<file path="src/rtl/led_sequence_controller.sv">
// rtl/led_sequence_controller.sv - LEDG slot sequencer with start/stop/pause control; optional LED_SEQ_BOUNCE_EN ping-pong stepping
module led_sequence_controller #(
    parameter int TICKS_PER_STEP = 20000000,
    parameter int NUM_SLOTS      = 8
) (
    input  logic       CLOCK_50,
    input  logic       reset,
    input  logic       start,
    input  logic       stop,
    input  logic       pause,
    input  logic [1:0] mode,
    output logic       step_pulse,
    output logic [7:0] LEDG,
    output logic [9:0] LEDR
);

    localparam int              CW   = $clog2(TICKS_PER_STEP);
    localparam logic [CW-1:0]   TC   = CW'(TICKS_PER_STEP - 1);
    localparam logic [2:0]      LAST = 3'(NUM_SLOTS - 1);

    typedef enum logic [1:0] {
        S_IDLE  = 2'b00,
        S_RUN   = 2'b01,
        S_PAUSE = 2'b10,
        S_BAD   = 2'b11
    } state_t;

    state_t          state;
    logic [CW-1:0]   tick_cnt;
    logic [2:0]      slot;
    logic [3:0]      pass_cnt;
    logic [1:0]      mode_q;
    logic [2:0]      slot_nxt;
    logic            wrap;
    logic            count_en;
    logic            at_tc;
`ifdef LED_SEQ_BOUNCE_EN
    logic            dir;       // 0 = up, 1 = down
    logic            dir_nxt;
`endif

    // LEDG pattern for a slot under a given mode
    function automatic logic [7:0] pattern(input logic [2:0] s, input logic [1:0] m);
        case (m)
            2'b00:   pattern = 8'h80 >> s;
            2'b01:   pattern = ~(8'hFF >> ({1'b0, s} + 4'd1));
            2'b10:   pattern = s[0] ? 8'h00 : 8'hFF;
            default: pattern = s[0] ? 8'h55 : 8'hAA;
        endcase
    endfunction

    // Counting happens in RUN, and on the edge that resumes from PAUSE, unless stop/start override
    assign count_en = !stop && !start &&
                      (((state == S_RUN) && !pause) || ((state == S_PAUSE) && pause));
    assign at_tc    = (tick_cnt == TC);

    // Next slot and pass-wrap indication for the current stepping direction
    always_comb begin
        slot_nxt = slot + 3'd1;
        wrap     = 1'b0;
`ifdef LED_SEQ_BOUNCE_EN
        dir_nxt  = dir;
        if (!dir) begin
            if (slot == LAST) begin
                slot_nxt = LAST - 3'd1;
                dir_nxt  = 1'b1;
            end
        end else begin
            if (slot == 3'd0) begin
                slot_nxt = 3'd1;
                dir_nxt  = 1'b0;
                wrap     = 1'b1;
            end else begin
                slot_nxt = slot - 3'd1;
            end
        end
`else
        if (slot == LAST) begin
            slot_nxt = 3'd0;
            wrap     = 1'b1;
        end
`endif
    end

    // Control FSM, tick counter, slot stepping and registered LED outputs
    always_ff @(posedge CLOCK_50) begin
        if (reset) begin
            state      <= S_IDLE;
            tick_cnt   <= '0;
            slot       <= 3'd0;
            pass_cnt   <= 4'd0;
            mode_q     <= 2'b00;
            step_pulse <= 1'b0;
            LEDG       <= 8'h00;
`ifdef LED_SEQ_BOUNCE_EN
            dir        <= 1'b0;
`endif
        end else begin
            step_pulse <= 1'b0;
            case (state)
                S_IDLE: begin
                    tick_cnt <= '0;
                    slot     <= 3'd0;
                    LEDG     <= 8'h00;
                    if (!stop && start) begin
                        state  <= S_RUN;
                        mode_q <= mode;
                        LEDG   <= pattern(3'd0, mode);
`ifdef LED_SEQ_BOUNCE_EN
                        dir    <= 1'b0;
`endif
                    end
                end
                S_RUN, S_PAUSE: begin
                    if (stop) begin
                        state    <= S_IDLE;
                        tick_cnt <= '0;
                        slot     <= 3'd0;
                        LEDG     <= 8'h00;
`ifdef LED_SEQ_BOUNCE_EN
                        dir      <= 1'b0;
`endif
                    end else if (start) begin
                        state    <= S_RUN;
                        tick_cnt <= '0;
                        slot     <= 3'd0;
                        mode_q   <= mode;
                        LEDG     <= pattern(3'd0, mode);
`ifdef LED_SEQ_BOUNCE_EN
                        dir      <= 1'b0;
`endif
                    end else if (pause) begin
                        state <= (state == S_RUN) ? S_PAUSE : S_RUN;
                    end
                end
                default: begin
                    state    <= S_IDLE;
                    tick_cnt <= '0;
                    slot     <= 3'd0;
                    LEDG     <= 8'h00;
                end
            endcase

            // Slot advance lands on the same edge as step_pulse and the new LEDG value
            if (count_en) begin
                if (at_tc) begin
                    tick_cnt   <= '0;
                    slot       <= slot_nxt;
                    LEDG       <= pattern(slot_nxt, mode_q);
                    step_pulse <= 1'b1;
                    if (wrap) begin
                        pass_cnt <= pass_cnt + 4'd1;
                    end
`ifdef LED_SEQ_BOUNCE_EN
                    dir        <= dir_nxt;
`endif
                end else begin
                    tick_cnt <= tick_cnt + CW'(1);
                end
            end
        end
    end

    assign LEDR = {pass_cnt, step_pulse, state, slot};

endmodule
</file>
<file path="config.mk">
export PLATFORM = sky130hd
export DESIGN_NAME = led_sequence_controller
export DESIGN_NICKNAME = d
export VERILOG_FILES = /design/src/rtl/led_sequence_controller.sv
export SDC_FILE = /design/constraint.sdc
export NUM_CORES = 1
export LEC_CHECK = 0
export ABC_AREA = 1
export BUFFER_PORTS_ARGS = -buffer_cell sky130_fd_sc_hd__buf_2
export CAP_MARGIN = 20
export CORE_ASPECT_RATIO = 1.4
export CORE_MARGIN = 2
export CORE_UTILIZATION = 45
export CTS_CLUSTER_SIZE = 30
export DETAILED_ROUTE_END_ITERATION = 10
export PLACE_DENSITY_LB_ADDON = 0.25
export SETUP_SLACK_MARGIN = 0.3
export SYNTH_ARGS = -nofsm -noshare
export SYNTH_HDL_FRONTEND = slang
export SYNTH_SLANG_ARGS = --single-unit
</file>
<file path="constraint.sdc">
create_clock -name CLOCK_50 -period 1.88 [get_ports CLOCK_50]
set_clock_uncertainty 0.1 [all_clocks]
set_input_delay 0.188 -clock CLOCK_50 [delete_from_list [all_inputs] [get_ports CLOCK_50]]
set_output_delay 0.188 -clock CLOCK_50 [all_outputs]
set_load 0.05 [all_outputs]
</file>
==> results.toml <==
[power_and_ir_drop]
powerDensity_nw_per_um2 = 738
peakVddDrop_v = 0.000551
p_leak_nw = 1.65

[critical_path]
r2r_cells = 8
path_cells = "ha_4 -> ha_4 -> inv_1 -> nor2_2 -> nor2_2 -> nand3_1 -> nand3_2 -> nand2_1"
worstPathArrival_ns = 1.79
cp-startpoint = "slot[0]"
reg2reg_from = "slot[0]"
r2r-end = "LEDG[3]"
cp_top_family = "simple AND/OR/NAND/NOR gates"
worstSetupPathType = "reg2reg"
slowest_stage = "dfxtp_4"
cp.required_ns = 1.99
slowest_delay_ns = 0.36
cp-start-kind = "flop"
cp-end-kind = "flop"
worst-path-buf-inv = 1
r2r_slack_ns = 0.20
cp_max_fo = 7

[floorplan]
dieArea_sq_um = 7130
die_h_um = 99.1
rows = 34
start_util = 0.465
core-area_sq_um = 6250
io_pins = 26
die_w_um = 71.9

[sta]
maxClockFrequency_mhz = 595
relSlewSlack = 0.672
fin_tns_setup_ns = 0
worst_slew_pin_slew_ns = 0.492
rsz0062_at_grt = "true"
hold_viol_final = 0
slew_viol_final = 0
period_share = 0.894
setup_viol = 0
layout_min_cycle_time_ns = 1.68

[detailed_routing]
ant_nets = 0
vias_per_cell = 5.56
drt-total-wl_um = 8710
firstDrtPassIters = 5
drcViolationCount = 0
drtIter0Drc = 259
wire_per_inst_um = 14.6
vias = 3309

[global_route]
use_met3 = 0.0365
grt_pass1_vias = 3152
grt_pass1_wl_um = 14000
grt_util_met2 = 0.449
met1_usage = 0.271
track_usage = 0.249
grt_busiest_layer = "met2"
overflow = 0
grt_max_degree = 27
antenna_found_initial = 0

[cts]
hold_buffers = 0
ctsHtreeMaxLevel = 2
numCtsBuffers = 5
root_buffer = "clkbuf_8"
cts_tree = "done"
cts.reportedPaths.clkPinSlew_ns = 0.08
clockBufferDepth = 2
clock_latency_ns = 0.31
clock-sinks = 45

[synth]
synth-seq-cells = 45
yosysUniqueCellTypes = 35
ys_seq_area_frac = 0.310
synth.avg_cell_area_sq_um = 6.23
yosysWarnings = 0
netlist_instances = 467
netlist_area_sq_um = 2910
synth.net_count = 482

[hold_path]
min_to = "mode_q[0]"
hp-start = "mode[0]"
min-delay-path-class = "in2reg"
holdPathStages = 3

[placed_design]
port_buffers = 25
place_hpwl_um = 5890
dp.cells = 558
gp_congestion = 1.03

[layout]
final_layout_size_suffix_gt1_frac = 0.340
fin_cells = 595
diodes = 0
syn2layout_area_growth_pct = 33.6
fin_nets = 537

[job]
drv_cap = 0

[status]
outcome = "complete, no violations"
[cells in the final DEF, fill, tap and decap left out, drive strengths merged]
| cell | n |
|---|---|
| ha | 8 |
| buf | 55 |
| o211ai | 2 |
| nor2 | 68 |
| o22ai | 2 |
| and3 | 1 |
| clkbuf | 5 |
| o2111ai | 2 |
| nor3 | 7 |
| nand3b | 1 |
| clkinv | 5 |
| or2 | 7 |
| nand4 | 4 |
| dfxtp | 45 |
| nand2 | 148 |
| a21oi | 33 |
| inv | 52 |
| nand3 | 44 |
| xor2 | 4 |
| o21a | 2 |
| xnor2 | 2 |
| a211oi | 2 |
| bufinv | 2 |
| o21bai | 1 |
| o21ai | 21 |
[what timing repair did]
action / CTS / global route
endpoints found under the setup margin: 40 / 42
cloned: 3 / 0
setup buffers: 21 / 5
pin swaps: 23 / 18
resized for setup: 54 / 60
[worst max path at each step]
stage          cells after the start           end
2_1_floorplan                     10  tick_cnt[20]
3_3_place_gp                       8  tick_cnt[16]
3_5_place_dp                       8   tick_cnt[3]
4_1_cts                            8   tick_cnt[0]
5_1_grt                           10       LEDG[3]
6_report                           8       LEDG[3]
[cell families after synthesis]
family	count (synthesis)	synth area share
buffers and inverters	64	0.0929
AOI/OAI and AO/OA	65	0.123
adders and majority gates	8	0.0344
DFF	45	0.310
and+or+nand+nor	279	0.422
xor gates and xnor gates	6	0.0181
[where the power goes]
part	internal, mW	leakage [nW]	switching [mW]	total [mW]
combinational	0.335	1.21	0.572	0.907
sequential	1.00	0.378	0.0710	1.08
clock	0.528	0.0681	0.355	0.883
total	1.87	1.65	0.998	2.87
[Yosys cell counts, drive strengths merged]
cell,count,share of area
a211oi,2,0.0052
a21oi,33,0.058
and3,1,0.0022
buf,7,0.019
clkbuf,3,0.0039
clkinv,3,0.0047
dfxtp,45,0.31
ha,8,0.034
inv,51,0.066
nand2,148,0.19
nand3,44,0.086
nand3b,1,0.0026
nand4,4,0.0086
nor2,67,0.10
nor3,7,0.012
o2111ai,2,0.0060
o211ai,2,0.0052
o21a,2,0.0052
o21ai,21,0.036
o21bai,1,0.0026
o22ai,2,0.0043
or2,7,0.015
xnor2,2,0.0060
xor2,4,0.012
[worst min-delay path: cells and delay by family]
family,cells,cell delay [ns]
AO/OA/AOI/OAI,1,0.11
buffers and inverters,2,0.12
[per-stage QoR]
stage               power [mW]  utilization  hold WS [ns]  worst slack, ns  cell area, sq um
floorplan                 1.59            -         0.238            0.245              3000
global placement          1.73        0.509         0.369           0.0911              3180
detailed placement        1.74        0.509         0.362           0.0736              3180
CTS                       2.81        0.588        0.0477            0.211              3680
global route              2.99        0.621        0.0771            0.106              3880
finish                    2.87        0.621        0.0507            0.199              3880
[state kept, by name, indices dropped and copies added (netlist names)]
register / cells
state: 2
pass_cnt: 4
step_pulse: 1
slot: 3
tick_cnt: 25
LEDG: 8
mode_q: 2
[layer usage]
layer,vias up,part of all wire
li1,1608,-
met1,1520,0.37
met2,143,0.53
met3,38,0.051
met4,0,0.045
met5,-,0
[area by class of cell]
| type | count | area [sq um] |
|---|---|---|
| repair buffers | 55 | 393 |
| repair inverters | 2 | 20.0 |
| flip-flops and latches | 45 | 947 |
| inverters | 54 | 229 |
| multi-input cells | 359 | 2070 |
| clock inverters | 3 | 65.1 |
| well taps | 72 | 90.1 |
| clock buffers | 5 | 68.8 |
| fillers | 528 | 2370 |
No activity file was read; power rests on OpenSTA's default activity.
